File: src/rtl/pipeline_pkg.sv
// Shared encodings for the pipeline hazard controller: FSM states, operand-forward selects, PC register index.
// Pure declarations; no logic, no latency, no flow control.
package pipeline_pkg;

  typedef enum logic [1:0] {
    ST_RUN      = 2'b00,
    ST_LU_STALL = 2'b01,
    ST_MEM_HOLD = 2'b10,
    ST_FLUSH    = 2'b11
  } hcu_state_e;

  localparam logic [1:0] FWD_RF  = 2'b00;
  localparam logic [1:0] FWD_EX  = 2'b01;
  localparam logic [1:0] FWD_MEM = 2'b10;
  localparam logic [1:0] FWD_WB  = 2'b11;

  localparam int PC_REG_DEFAULT = 15;

endpackage

File: src/rtl/fwd_select.sv
// Priority comparator for one ID operand: picks EX > MEM > WB > RF and flags a load-use hit in EX.
// Combinational, zero latency; no backpressure.
module fwd_select
  import pipeline_pkg::*;
#(
  parameter int REG_W  = 4,
  parameter int PC_REG = PC_REG_DEFAULT
) (
  input  logic             i_use,
  input  logic [REG_W-1:0] i_rs,
  input  logic [REG_W-1:0] i_ex_rd,
  input  logic [REG_W-1:0] i_mem_rd,
  input  logic [REG_W-1:0] i_wb_rd,
  input  logic             i_ex_rf_e,
  input  logic             i_mem_rf_e,
  input  logic             i_wb_rf_e,
  input  logic             i_ex_load,
  output logic [1:0]       o_fwd,
  output logic             o_lu_hazard
);

  logic w_valid;
  logic w_ex_hit;
  logic w_mem_hit;
  logic w_wb_hit;

  // The PC is read from its own path, so it never takes a forwarded value.
  assign w_valid   = i_use && (i_rs != REG_W'(PC_REG));
  assign w_ex_hit  = i_ex_rf_e  && (i_rs == i_ex_rd);
  assign w_mem_hit = i_mem_rf_e && (i_rs == i_mem_rd);
  assign w_wb_hit  = i_wb_rf_e  && (i_rs == i_wb_rd);

  always_comb begin
    o_fwd = FWD_RF;
    if (w_valid) begin
      if (w_ex_hit)       o_fwd = FWD_EX;
      else if (w_mem_hit) o_fwd = FWD_MEM;
      else if (w_wb_hit)  o_fwd = FWD_WB;
    end
  end

  assign o_lu_hazard = w_valid && w_ex_hit && i_ex_load;

endmodule

File: src/rtl/hazard_control_unit.sv
// Hazard controller beside ID: operand forwarding, load-use stall, memory-wait freeze, branch flush.
// Outputs decode the next state (zero latency); mem_wait freezes all stages. Optional macro HAZARD_STATS_EN adds cycle counters.
module hazard_control_unit
  import pipeline_pkg::*;
#(
  parameter int REG_W  = 4,
  parameter int PC_REG = PC_REG_DEFAULT,
  parameter int CNT_W  = 16
) (
  input  logic             clk,
  input  logic             reset,
  input  logic [REG_W-1:0] id_ra,
  input  logic [REG_W-1:0] id_rb,
  input  logic [REG_W-1:0] id_rd,
  input  logic             id_use_a,
  input  logic             id_use_b,
  input  logic             id_use_d,
  input  logic [REG_W-1:0] ex_rd,
  input  logic [REG_W-1:0] mem_rd,
  input  logic [REG_W-1:0] wb_rd,
  input  logic             ex_rf_e,
  input  logic             mem_rf_e,
  input  logic             wb_rf_e,
  input  logic             ex_load,
  input  logic             branch_taken,
  input  logic             mem_wait,
  output logic [1:0]       fwd_a,
  output logic [1:0]       fwd_b,
  output logic [1:0]       fwd_d,
  output logic             enable_pc,
  output logic             enable_ifid,
  output logic             enable_back,
  output logic             nop_sel,
  output logic             flush_ifid,
  output logic [1:0]       state_o
`ifdef HAZARD_STATS_EN
  ,
  output logic [CNT_W-1:0] stall_cnt,
  output logic [CNT_W-1:0] flush_cnt,
  output logic [CNT_W-1:0] hold_cnt
`endif
);

  hcu_state_e r_state;
  hcu_state_e w_next_state;

  logic [1:0] w_fwd_a;
  logic [1:0] w_fwd_b;
  logic [1:0] w_fwd_d;
  logic       w_lu_a;
  logic       w_lu_b;
  logic       w_lu_d;
  logic       w_lu_hazard;

  fwd_select #(.REG_W(REG_W), .PC_REG(PC_REG)) u_fwd_a (
    .i_use(id_use_a), .i_rs(id_ra),
    .i_ex_rd(ex_rd), .i_mem_rd(mem_rd), .i_wb_rd(wb_rd),
    .i_ex_rf_e(ex_rf_e), .i_mem_rf_e(mem_rf_e), .i_wb_rf_e(wb_rf_e),
    .i_ex_load(ex_load), .o_fwd(w_fwd_a), .o_lu_hazard(w_lu_a)
  );

  fwd_select #(.REG_W(REG_W), .PC_REG(PC_REG)) u_fwd_b (
    .i_use(id_use_b), .i_rs(id_rb),
    .i_ex_rd(ex_rd), .i_mem_rd(mem_rd), .i_wb_rd(wb_rd),
    .i_ex_rf_e(ex_rf_e), .i_mem_rf_e(mem_rf_e), .i_wb_rf_e(wb_rf_e),
    .i_ex_load(ex_load), .o_fwd(w_fwd_b), .o_lu_hazard(w_lu_b)
  );

  fwd_select #(.REG_W(REG_W), .PC_REG(PC_REG)) u_fwd_d (
    .i_use(id_use_d), .i_rs(id_rd),
    .i_ex_rd(ex_rd), .i_mem_rd(mem_rd), .i_wb_rd(wb_rd),
    .i_ex_rf_e(ex_rf_e), .i_mem_rf_e(mem_rf_e), .i_wb_rf_e(wb_rf_e),
    .i_ex_load(ex_load), .o_fwd(w_fwd_d), .o_lu_hazard(w_lu_d)
  );

  assign w_lu_hazard = w_lu_a || w_lu_b || w_lu_d;

  assign fwd_a = reset ? w_fwd_a : FWD_RF;
  assign fwd_b = reset ? w_fwd_b : FWD_RF;
  assign fwd_d = reset ? w_fwd_d : FWD_RF;

  // A repeated load-use hit right after a stall falls through to RUN rather than stalling twice.
  always_comb begin
    w_next_state = ST_RUN;
    enable_pc    = 1'b1;
    enable_ifid  = 1'b1;
    enable_back  = 1'b1;
    nop_sel      = 1'b0;
    flush_ifid   = 1'b0;

    if (!reset)                                         w_next_state = ST_RUN;
    else if (mem_wait)                                  w_next_state = ST_MEM_HOLD;
    else if (w_lu_hazard && (r_state != ST_LU_STALL))   w_next_state = ST_LU_STALL;
    else if (branch_taken && !w_lu_hazard)              w_next_state = ST_FLUSH;

    case (w_next_state)
      ST_MEM_HOLD: begin
        enable_pc   = 1'b0;
        enable_ifid = 1'b0;
        enable_back = 1'b0;
      end
      ST_LU_STALL: begin
        enable_pc   = 1'b0;
        enable_ifid = 1'b0;
        nop_sel     = 1'b1;
      end
      ST_FLUSH: begin
        flush_ifid  = 1'b1;
      end
      default: ;
    endcase
  end

  always_ff @(posedge clk) begin
    if (!reset) r_state <= ST_RUN;
    else        r_state <= w_next_state;
  end

  assign state_o = r_state;

`ifdef HAZARD_STATS_EN
  logic [CNT_W-1:0] r_stall_cnt;
  logic [CNT_W-1:0] r_flush_cnt;
  logic [CNT_W-1:0] r_hold_cnt;

  // Counters track the registered state, i.e. cycles actually spent there, and stick at all-ones.
  always_ff @(posedge clk) begin
    if (!reset) begin
      r_stall_cnt <= '0;
      r_flush_cnt <= '0;
      r_hold_cnt  <= '0;
    end else begin
      if (r_state == ST_LU_STALL && r_stall_cnt != '1) r_stall_cnt <= r_stall_cnt + CNT_W'(1);
      if (r_state == ST_FLUSH    && r_flush_cnt != '1) r_flush_cnt <= r_flush_cnt + CNT_W'(1);
      if (r_state == ST_MEM_HOLD && r_hold_cnt  != '1) r_hold_cnt  <= r_hold_cnt  + CNT_W'(1);
    end
  end

  assign stall_cnt = r_stall_cnt;
  assign flush_cnt = r_flush_cnt;
  assign hold_cnt  = r_hold_cnt;
`else
  // Counter width only matters for the statistics build.
  if (CNT_W < 1) begin : g_cnt_w_unused
  end
`endif

endmodule

File: config.mk
export PLATFORM = sky130hd
export DESIGN_NAME = hazard_control_unit
export DESIGN_NICKNAME = d
export VERILOG_FILES = /design/src/rtl/pipeline_pkg.sv /design/src/rtl/fwd_select.sv /design/src/rtl/hazard_control_unit.sv
export SDC_FILE = /design/constraint.sdc
export NUM_CORES = 1
export LEC_CHECK = 0
export ABC_AREA = 0
export BUFFER_PORTS_ARGS = -buffer_cell sky130_fd_sc_hd__buf_2
export CORE_MARGIN = 1
export CORE_UTILIZATION = 45
export DETAILED_ROUTE_END_ITERATION = 6
export PLACE_DENSITY_LB_ADDON = 0.1
export SLEW_MARGIN = 20
export SYNTH_ARGS = -nofsm -noshare
export SYNTH_HDL_FRONTEND = slang
export SYNTH_HIERARCHICAL = 1
export SYNTH_SLANG_ARGS = --single-unit
File: constraint.sdc
create_clock -name clk -period 5 [get_ports clk]
set_input_delay 0.25 -clock clk [delete_from_list [all_inputs] [get_ports clk]]
set_output_delay 0.25 -clock clk [all_outputs]
set_load 0.02 [all_outputs]
==> results by group, run 1 <==
GRT
  • Initial antenna violation count: 0
  • Met3 GRT Util: 2.857%
  • Vias in the first global route: 949
  • First-pass GRT wire length: 4.071 mm
  • GRT Max-Usage Layer: met2
  • Gr usage total: 26.54%
  • Met2 Use GR: 45.88%
  • Overflow after GRT: 0
  • Largest net degree at the start of global routing: 10
  • GR Layer Usage met1: 33.90%

Synthesis
  • Post-Syn Nets: 143
  • Yosys warns: 6
  • Async SR Flop Fraction: 0%
  • Seq/Total Area, Yosys: 4.938%
  • Netlist cell types: 26
  • Cell count after synthesis: 106
  • Post-Syn Area per Cell: 7.649 um^2
  • Mapped Area: 810.8 um^2
  • Area contributors post-synth: xor2_1 (19%), xnor2_1 (9.7%), inv_1 (6.0%)
  • Register bit count reported by yosys: 2
  • Most common cell in the synthesized netlist: xor2_1
  • Post-synth EDFFs: 0
  • Post-synth top area share: 19.44%
  • Top cells by count, synth: xor2_1 (18), inv_1 (13), xnor2_1 (9)
  • Top_reg_cell synth: dfxtp_1
  • Area leader, netlist: xor2_1

Placed design
  • Detailed Place HPWL: 2.029 mm
  • GPL Wtd Cong: 0.8907
  • IO buf count: 47
  • Pre-CTS setup slack: 2.580 ns

Pwr
  • Maximum vdd drop: 0.06575 mV
  • Switching share of power: 41.23%
  • Comb power frac: 61.7%
  • Leakage power: 0.5599 nW
  • Switching power: 0.00005551 W
  • PD cells: 123.4 nW/um^2
  • P_int: 0.00007911 W
  • Pwr Total: 0.0001346 W
  • Clock group share of total power: 25.0%
  • Sequential share of power: 13.3%

Critical path
  • Slowest-stage cell, CP: or3_4
  • Startpoint types: input pin
  • RR Startpoint: state_o[1]
  • CP required: 4.75 ns
  • Critical path buffers and inverters: 2
  • Worst path most repeated cell: buf_2
  • Critical path origin: ex_rd[1]
  • Crit path DAT: 2.18 ns
  • Cell Chain, Critical Path: buf_2 > xor2_1 > nor4_2 > and3_1 > or3_4 > a311oi_1 > ha_1 > buf_2
  • Critical path's largest stage delay: 0.39 ns
  • Crit-path max FO: 5
  • Largest delay share family, worst path: simple AND/OR/NAND/NOR gates
  • Crit path kind: input pin to output port
  • Worst Setup End Kind: output port

Finish
  • Share of post-route cells with drive strength above 1: 38.71%
  • Largest register FFs: 2
  • Nets: 194
  • ANT cells: 0
  • Fin util: 68.45%
  • Area delta synth->final: 34.57%

Drt
  • Pre-Repair DR Iteration Count: 4
  • Total Routed Length: 2.364 mm
  • Iter 0 DRT Violations: 30
  • Via density: 5.391
  • DR WL/cell: 13.21 um
  • Final ANT Viol Nets: 0
  • Vias: 965
  • DRC Markers: 0

Floorplanning
  • Row cnt: 14
  • Core box area: 1594 um^2
  • I/O pin cnt: 48
  • Initial core utilization: 50.86%
  • Die Ht: 44.45 um
  • Chip width: 44.45 um
  • Die footprint: 1975 um^2

Timing
  • RSZ-0062 raised after global routing: false
  • Slew HR: 69.71%
  • Setup tns final: 0 ns
  • Final worst-path cycle share: 48.56%
  • Max Freq: 411.8 MHz
  • Final setup vio count: 0
  • Worst Skew: 0.001448 ns
  • Minimum clock period: 2.428 ns
  • Slew @ Worst Pin: 0.4506 ns
  • Max-slew violations: 0
  • Final hold vios: 0
  • PnR worst setup slack: 2.572 ns
  • WHS: 0.3289 ns

Run status
  • Status: finished clean

Clocking
  • CTS tree: yes
  • Number of setup buffers added after CTS: 0
  • Htree depth: 1
  • Gates resized, CTS repair: 0
  • Root Driver: clkbuf_4
  • Skew-Pair Late Insertion Delay: 0.22 ns
  • Clock Path Buffers: 2
  • CTS Hold Bufs: 0
  • Clk sinks: 2
  • CTS clk-pin slew, worst paths: 0.03 ns
  • TritonCTS Buffers: 3

Hold path
  • Worst hold path class: input pin to flip-flop
  • Worst min-delay path startpoint: mem_wait

Run
  • Max-cap violations: 0
routing by layer:
layer / routed length [um] / vias up
li1: - / 486
met1: 1044 / 433
met3: 122 / 6
met4: 55 / 0
met2: 1140 / 40
met5: 0 / -
final timing paths:
kind / slack, ns / depth (start not counted) / endpoint
worst max-delay path: 2.57 / 8 / enable_pc
worst min-delay path: 0.33 / 3 / state_o[1]
worst max register to register: 4.24 / 2 / state_o[0]
worst min register to register: 0.51 / 1 / state_o[0]
worst min-delay path, stage by stage:
cell and delay, ns:
buf_2 0.08, nand2_1 0.08, o21ai_0 0.09
cells by family (layout without fill, tap and decap cells):
logic type | after synthesis | in the layout | share of synthesized area (%)
DFF | 2 | 2 | 4.938
buffers and inverters | 17 | 66 | 8.334
AOI/OAI and AO/OA | 20 | 20 | 23.30
xor gates and xnor gates | 27 | 27 | 29.17
adders and majority gates | 2 | 2 | 3.086
and+or+nand+nor | 38 | 38 | 31.18
per-stage QoR:
| step | instance area, um^2 | std cells |
|---|---|---|
| after floorplan | 810.8 | 106 |
| after global placement | 1069 | 176 |
| after detailed placement | 1069 | 176 |
| after CTS | 1091 | 179 |
| after global routing | 1091 | 179 |
| final | 1091 | 179 |
final cells by class:
class,count,area [um^2]
Multi-Input combinational cell,87,703.2
Inverter,16,60.06
Fill cell,158,503.0
Clock buffer,3,22.52
Tap cell,24,30.03
Timing Repair Buffer,47,235.2
Sequential cell,2,40.04
power by group through the flow:
stage | logic [W] | registers [W] | clock network (W)
4_1_cts | 0.0000828 | 0.0000178 | 0.0000347
3_5_place_dp | 0.0000826 | 0.0000180 | 0
6_report | 0.0000831 | 0.0000178 | 0.0000337
5_1_grt | 0.0000910 | 0.0000179 | 0.0000368
2_1_floorplan | 0.0000462 | 0.0000192 | 0
3_3_place_gp | 0.0000800 | 0.0000178 | 0
placed cells by master (no fill, tap or decap), drive strengths merged:
cell type / instances
a22o: 3
clkbuf: 3
a211oi: 3
o2111a: 3
dfxtp: 2
or2b: 6
xor2: 18
o21ai: 2
o21a: 1
nand2: 5
a311oi: 2
and3: 3
nor4: 4
or3: 1
and2: 6
a41oi: 3
xnor2: 9
a222oi: 3
nor3: 3
ha: 2
buf: 47
inv: 16
nand3: 6
nand2b: 1
and4: 3
Note: power is estimated with default switching activity, not from simulation.
==> run 2: changes to the inputs <==
--- a/config.mk
+++ b/config.mk
@@ -8,7 +8,7 @@
 export ABC_AREA = 0
 export BUFFER_PORTS_ARGS = -buffer_cell sky130_fd_sc_hd__buf_2
 export CORE_MARGIN = 1
-export CORE_UTILIZATION = 45
+export CORE_UTILIZATION = 39
 export DETAILED_ROUTE_END_ITERATION = 6
 export PLACE_DENSITY_LB_ADDON = 0.1
 export SLEW_MARGIN = 20
==> constraint.sdc (replaced) <==
create_clock -name clk -period 2.05 [get_ports clk]
set_input_delay 0.1025 -clock clk [delete_from_list [all_inputs] [get_ports clk]]
set_output_delay 0.1025 -clock clk [all_outputs]
set_load 0.02 [all_outputs]
==> run 2 against run 1 <==
Setup slack worse by 2.5 ns; total power grew to 2.6 times the previous value; cell count is 5.6% higher; combinational power grew to 2.6 times the previous value; via count is 0.10% lower; register-to-register slack got worse by 2.9 ns; highest routed layer is now met3.
==> results by group, run 2 (synthesis results as in run 1) <==
GRT
  • First-pass GRT wire length: 3.581 mm (-12%)
  • Largest net degree at the start of global routing: 10 (unchanged)
  • Initial antenna violation count: 0 (unchanged)
  • Overflow after GRT: 0 (unchanged)
  • Gr usage total: 21.94% (-4.6 points)
  • Vias in the first global route: 816 (-14%)

Floorplanning
  • Chip width: 47.60 um (+7.1%)
  • Die footprint: 2265 um^2 (+15%)
  • I/O pin cnt: 48 (unchanged)
  • Core box area: 1962 um^2 (+23%)
  • Initial core utilization: 41.33% (-9.5 points)
  • Die Ht: 47.60 um (+7.1%)
  • Row cnt: 16 (+2)

Clocking
  • Number of setup buffers added after CTS: 0 (unchanged)
  • CTS tree: yes
  • Clk sinks: 2 (unchanged)
  • CTS clk-pin slew, worst paths: 0.03 ns (about the same)
  • Skew-Pair Late Insertion Delay: 0.22 ns (about the same)
  • Htree depth: 1 (unchanged)
  • Clock Path Buffers: 2 (unchanged)
  • Root Driver: clkbuf_4
  • CTS Hold Bufs: 0 (unchanged)
  • TritonCTS Buffers: 3 (unchanged)

Critical path
  • Critical path origin: id_rd[0]
  • Largest delay share family, worst path: simple AND/OR/NAND/NOR gates
  • Worst Setup End Kind: output port
  • Slowest-stage cell, CP: or3_4
  • Crit-path max FO: 5 (unchanged)
  • Critical path buffers and inverters: 2 (unchanged)
  • Cell Chain, Critical Path: buf_2 > xor2_2 > nor4_2 > and3_1 > or3_4 > a311oi_4 > ha_4 > buf_4
  • Worst Reg-to-Reg Cells: 2 (unchanged)
  • Critical path's largest stage delay: 0.40 ns (about the same)
  • Crit path kind: input pin to output port
  • CP required: 1.95 ns (-2.80 ns)
  • Crit path DAT: 1.89 ns (-0.29 ns)
  • RR Startpoint: state_o[1]
  • Startpoint types: input pin
  • Crit path depth: 8 (unchanged)

Pwr
  • Leakage power: 0.6037 nW (+7.8%)
  • Clock group share of total power: 24.9% (about the same)
  • Pwr Total: 0.0003517 W (+160%)
  • Maximum vdd drop: 0.2251 mV (+240%)
  • Sequential share of power: 12.5% (-0.8 points)
  • P_int: 0.0002071 W (+160%)
  • Switching power: 0.0001446 W (+160%)
  • Comb power frac: 62.7% (+1.0 points)
  • Switching share of power: 41.12% (-0.11 points)
  • PD cells: 291.9 nW/um^2 (+140%)

Placed design
  • IO buf count: 47 (unchanged)
  • GPL Wtd Cong: 0.8250 (-7.4%)
  • Placed cell areas: 1125 um^2 (+5.3%)
  • Detailed Place HPWL: 1.928 mm (-5.0%)

Run
  • Max-cap violations: 0 (unchanged)

Drt
  • DR WL/cell: 11.80 um (-11%)
  • Final ANT Viol Nets: 0 (unchanged)
  • Iter 0 DRT Violations: 19 (-37%)
  • DRC Markers: 0 (unchanged)
  • Pre-Repair DR Iteration Count: 4 (unchanged)
  • Total Routed Length: 2.230 mm (-5.7%)
  • Via density: 5.101 (-5.4%)
  • Vias: 964 (-0.10%)

Finish
  • Commonest non-fill, non-tap cell in the layout: buf_2
  • Final Cell Area: 1205 um^2 (+10%)
  • Largest register FFs: 2 (unchanged)
  • ANT cells: 0 (unchanged)
  • Most frequent cells in the layout: buf_2 (45), xor2_1 (15), inv_1 (13)
  • Share of post-route cells with drive strength above 1: 44.44% (+5.7 points)
  • Area delta synth->final: 48.61%
  • Nets: 201 (+3.6%)

Timing
  • Final hold vios: 0 (unchanged)
  • Minimum clock period: 1.991 ns
  • Max Freq: 502.2 MHz
  • Final worst-path cycle share: 97.13%
  • Setup tns final: 0 ns (unchanged)
  • Worst Skew: 0.005342 ns (+0.003894 ns)
  • Slew HR: 57.64% (-12 points)
  • Max-slew violations: 0 (unchanged)
  • WHS: 0.1757 ns (-0.1532 ns)
  • Final setup vio count: 0 (unchanged)
  • Slew @ Worst Pin: 0.6296 ns (+0.1789 ns)

Hold path
  • Worst min-delay path startpoint: mem_wait
  • Depth of the worst hold-timing path: 3 (unchanged)
  • Worst hold path class: input pin to flip-flop

Run status
  • Status: finished clean
==> run 2: cell types whose count changed in the layout (fill, tap and decap cells not counted), sizes merged <==
cell  before  now
buf       47   54
==> run 2: routing by layer <==
metal	global-route usage [%]	part of all wire, %
met5	0	0
met3	0	3.9
met2	40.00	52
met1	29.62	44
met4	3.333	0
==> run 2: cell type report <==
cell class / instances / area (um^2)
timing repair buffer: 54 / 292.8
multi-input combinational: 87 / 755.7
clock buffer: 3 / 22.52
sequential: 2 / 40.04
tap: 27 / 33.78
inverter: 16 / 60.06
fill: 208 / 757.0
==> run 2: tightest hold or removal path, stage by stage <==
cell	delay, ns
buf_2	0.08
nand2_1	0.08
o21ai_0	0.09
==> run 2: power by group through the flow <==
stage	combinational (W)	clock [W]	sequential [W]
after global placement	0.000204	0	0.0000436
final	0.000220	0.0000875	0.0000438
after detailed placement	0.000207	0	0.0000438
after CTS	0.000209	0.0000899	0.0000433
after floorplan	0.000113	0	0.0000467
after global routing	0.000246	0.0000941	0.0000439
==> run 2: what timing repair did <==
item                                    CTS  global route
endpoints found under the setup margin    2             2
gates cloned                              0             0
pin swaps                                 0             1
gates resized for setup                   1             7
==> run 2: through the flow <==
step                worst slack, ns  std cells  utilization [%]
floorplan                    0.1320        106                -
global placement            0.02723        186            57.33
detailed placement         -0.01635        186            57.33
CTS                         0.04376        189            58.80
global route               -0.01653        189            61.42
finish                      0.05880        189            61.42
==> run 2: final timing paths <==
| check | to | slack, ns |
|---|---|---|
| worst max-delay path | enable_ifid | 0.06 |
| worst max register to register | state_o[0] | 1.31 |
| worst min-delay path | state_o[1] | 0.18 |
| worst min register to register | state_o[0] | 0.55 |
==> run 3: changes to the inputs <==
--- a/config.mk
+++ b/config.mk
@@ -8,7 +8,8 @@
 export ABC_AREA = 0
 export BUFFER_PORTS_ARGS = -buffer_cell sky130_fd_sc_hd__buf_2
 export CORE_MARGIN = 1
-export CORE_UTILIZATION = 39
+export CORE_UTILIZATION = 43
+export CTS_CLUSTER_DIAMETER = 50
 export DETAILED_ROUTE_END_ITERATION = 6
 export PLACE_DENSITY_LB_ADDON = 0.1
 export SLEW_MARGIN = 20
==> constraint.sdc (replaced) <==
create_clock -name clk -period 2 [get_ports clk]
set_input_delay 0.1 -clock clk [delete_from_list [all_inputs] [get_ports clk]]
set_output_delay 0.1 -clock clk [all_outputs]
set_load 0.02 [all_outputs]
==> run 3 against run 2 <==
Cell count down 0.53%; count of clock-buffer cells in the layout unchanged; total power up 6.2%; core utilization up 10 points; flip-flop and latch count unchanged; via count up 0.93%; clock power up 4.7%; setup slack better by 0.0055 ns; critical path type unchanged.
==> results by group, run 3 (synthesis results as in run 1) <==
Finish
  • ANT cells: 0 (unchanged)
  • Nets: 202 (+0.50%)
  • Most frequent cells in the layout: buf_2 (43), xor2_1 (14), inv_1 (13)
  • Fillers: 158 (-24%)
  • Commonest non-fill, non-tap cell in the layout: buf_2
  • Share of post-route cells with drive strength above 1: 47.24% (+2.8 points)
  • Largest register FFs: 2 (unchanged)
  • Final Cell Area: 1247 um^2 (+3.5%)
  • Area delta synth->final: 53.86%

Timing
  • Max Freq: 516.6 MHz
  • Worst Skew: 0.004135 ns (-0.001207 ns)
  • Setup tns final: 0 ns (unchanged)
  • Slew @ Worst Pin: 0.4032 ns (-0.2263 ns)
  • RSZ-0062 raised after global routing: false
  • Minimum clock period: 1.936 ns
  • Final setup vio count: 0 (unchanged)
  • Final hold vios: 0 (unchanged)
  • Slew HR: 72.89% (+15 points)
  • Final worst-path cycle share: 96.78%
  • Max-slew violations: 0 (unchanged)

Drt
  • Pre-Repair DR Iteration Count: 4 (unchanged)
  • Vias: 973 (+0.93%)
  • Iter 0 DRT Violations: 20 (+1)
  • Total Routed Length: 2.337 mm (+4.8%)
  • DRC Markers: 0 (unchanged)
  • DR WL/cell: 12.43 um (+5.4%)
  • Final ANT Viol Nets: 0 (unchanged)
  • Via density: 5.176 (+1.5%)

Pwr
  • Pwr Total: 0.0003735 W (+6.2%)
  • PD cells: 299.4 nW/um^2 (+2.6%)
  • Maximum vdd drop: 0.1548 mV (-31%)
  • Leakage power: 0.6149 nW (+1.8%)

Clocking
  • Root Driver: clkbuf_4
  • Clock Path Buffers: 2 (unchanged)
  • TritonCTS Buffers: 3 (unchanged)
  • CTS clk-pin slew, worst paths: 0.03 ns (about the same)
  • Clk sinks: 2 (unchanged)
  • Number of setup buffers added after CTS: 0 (unchanged)
  • Skew-Pair Late Insertion Delay: 0.23 ns (about the same)
  • CTS Hold Bufs: 0 (unchanged)
  • CTS tree: yes
  • Htree depth: 1 (unchanged)

Critical path
  • Crit path kind: input pin to output port
  • Crit path DAT: 1.84 ns (-0.05 ns)
  • Startpoint types: input pin
  • CP required: 1.90 ns (-0.05 ns)
  • Worst Setup End Kind: output port
  • Crit-path max FO: 5 (unchanged)

Run status
  • Status: finished clean

GRT
  • First-pass GRT wire length: 3.650 mm (+1.9%)
  • Vias in the first global route: 851 (+4.3%)
  • Largest net degree at the start of global routing: 10 (unchanged)
  • Initial antenna violation count: 0 (unchanged)
  • Gr usage total: 23.90% (+2.0 points)
  • Overflow after GRT: 0 (unchanged)

Hold path
  • Worst hold path class: input pin to flip-flop

Floorplanning
  • Chip width: 45.42 um (-4.6%)
  • I/O pin cnt: 48 (unchanged)
  • Initial core utilization: 46.45% (+5.1 points)
  • Die footprint: 2063 um^2 (-8.9%)
  • Row cnt: 15 (-1)
  • Die Ht: 45.42 um (-4.6%)
  • Core box area: 1745 um^2 (-11%)

Placed design
  • Detailed Place HPWL: 1.942 mm (+0.72%)
  • IO buf count: 47 (unchanged)
  • GPL Wtd Cong: 0.8515 (+3.2%)
  • Placed cell areas: 1130 um^2 (+0.44%)

Run
  • Max-cap violations: 0 (unchanged)
==> run 3: per-stage QoR <==
step	utilization, %	hold WS, ns	worst slack [ns]	cells
4_1_cts	66.38	0.1503	0.02879	188
5_1_grt	71.47	0.1751	0.002946	188
6_report	71.47	0.1674	0.06432	188
3_3_place_gp	64.73	0.3709	0.01552	185
3_5_place_dp	64.73	0.3817	-0.02439	185
2_1_floorplan	-	0.2641	0.08700	106
==> run 3: worst max-delay path: stages <==
cell and delay [ns]:
clkbuf_4 0.14, xor2_1 0.19, nor4_2 0.08, and3_1 0.17
or3_4 0.40, buf_4 0.15, o21a_1 0.20, ha_4 0.27
buf_4 0.13
==> run 3: report_power, final <==
| part | internal, W | switching, W | total (W) |
|---|---|---|---|
| combinational | 0.000109 | 0.000128 | 0.000237 |
| sequential | 0.0000428 | 0.00000172 | 0.0000445 |
| clock | 0.0000664 | 0.0000252 | 0.0000916 |
| total | 0.000219 | 0.000155 | 0.000373 |
==> run 3: timing repair <==
item / 4_1_cts / 5_1_grt
resized for setup: 1 / 15
pin swaps: 0 / 7
setup endpoints to repair: 2 / 2
hold endpoints to repair: 0 / 0
==> run 3: area by class of cell <==
class | instances | area (um^2) | area share, %
clock buffer | 3 | 22.52 | 1.805
inverter | 16 | 60.06 | 4.814
multi-input combinational | 87 | 784.5 | 62.89
sequential | 2 | 40.04 | 3.210
tap | 25 | 31.28 | 2.508
timing repair buffer | 55 | 309.0 | 24.77
==> run 3: path summary, 6_finish.rpt <==
check                                   to  slack (ns)       start  cells past startpoint
worst max-delay path             enable_pc        0.06    id_rd[0]                      9
worst max register to register  state_o[0]        1.27  state_o[1]                      2
worst min-delay path            state_o[1]        0.17    mem_wait                      3
worst min register to register  state_o[0]        0.54  state_o[0]                      1
==> run 3: metal layers <==
metal  track usage (%)  vias up  wire [um]
met3             2.381        2         90
met4             8.485        0          9
met2             41.71       35       1206
li1                  -      494          -
met5                 0        -          0
met1             30.00      442       1031
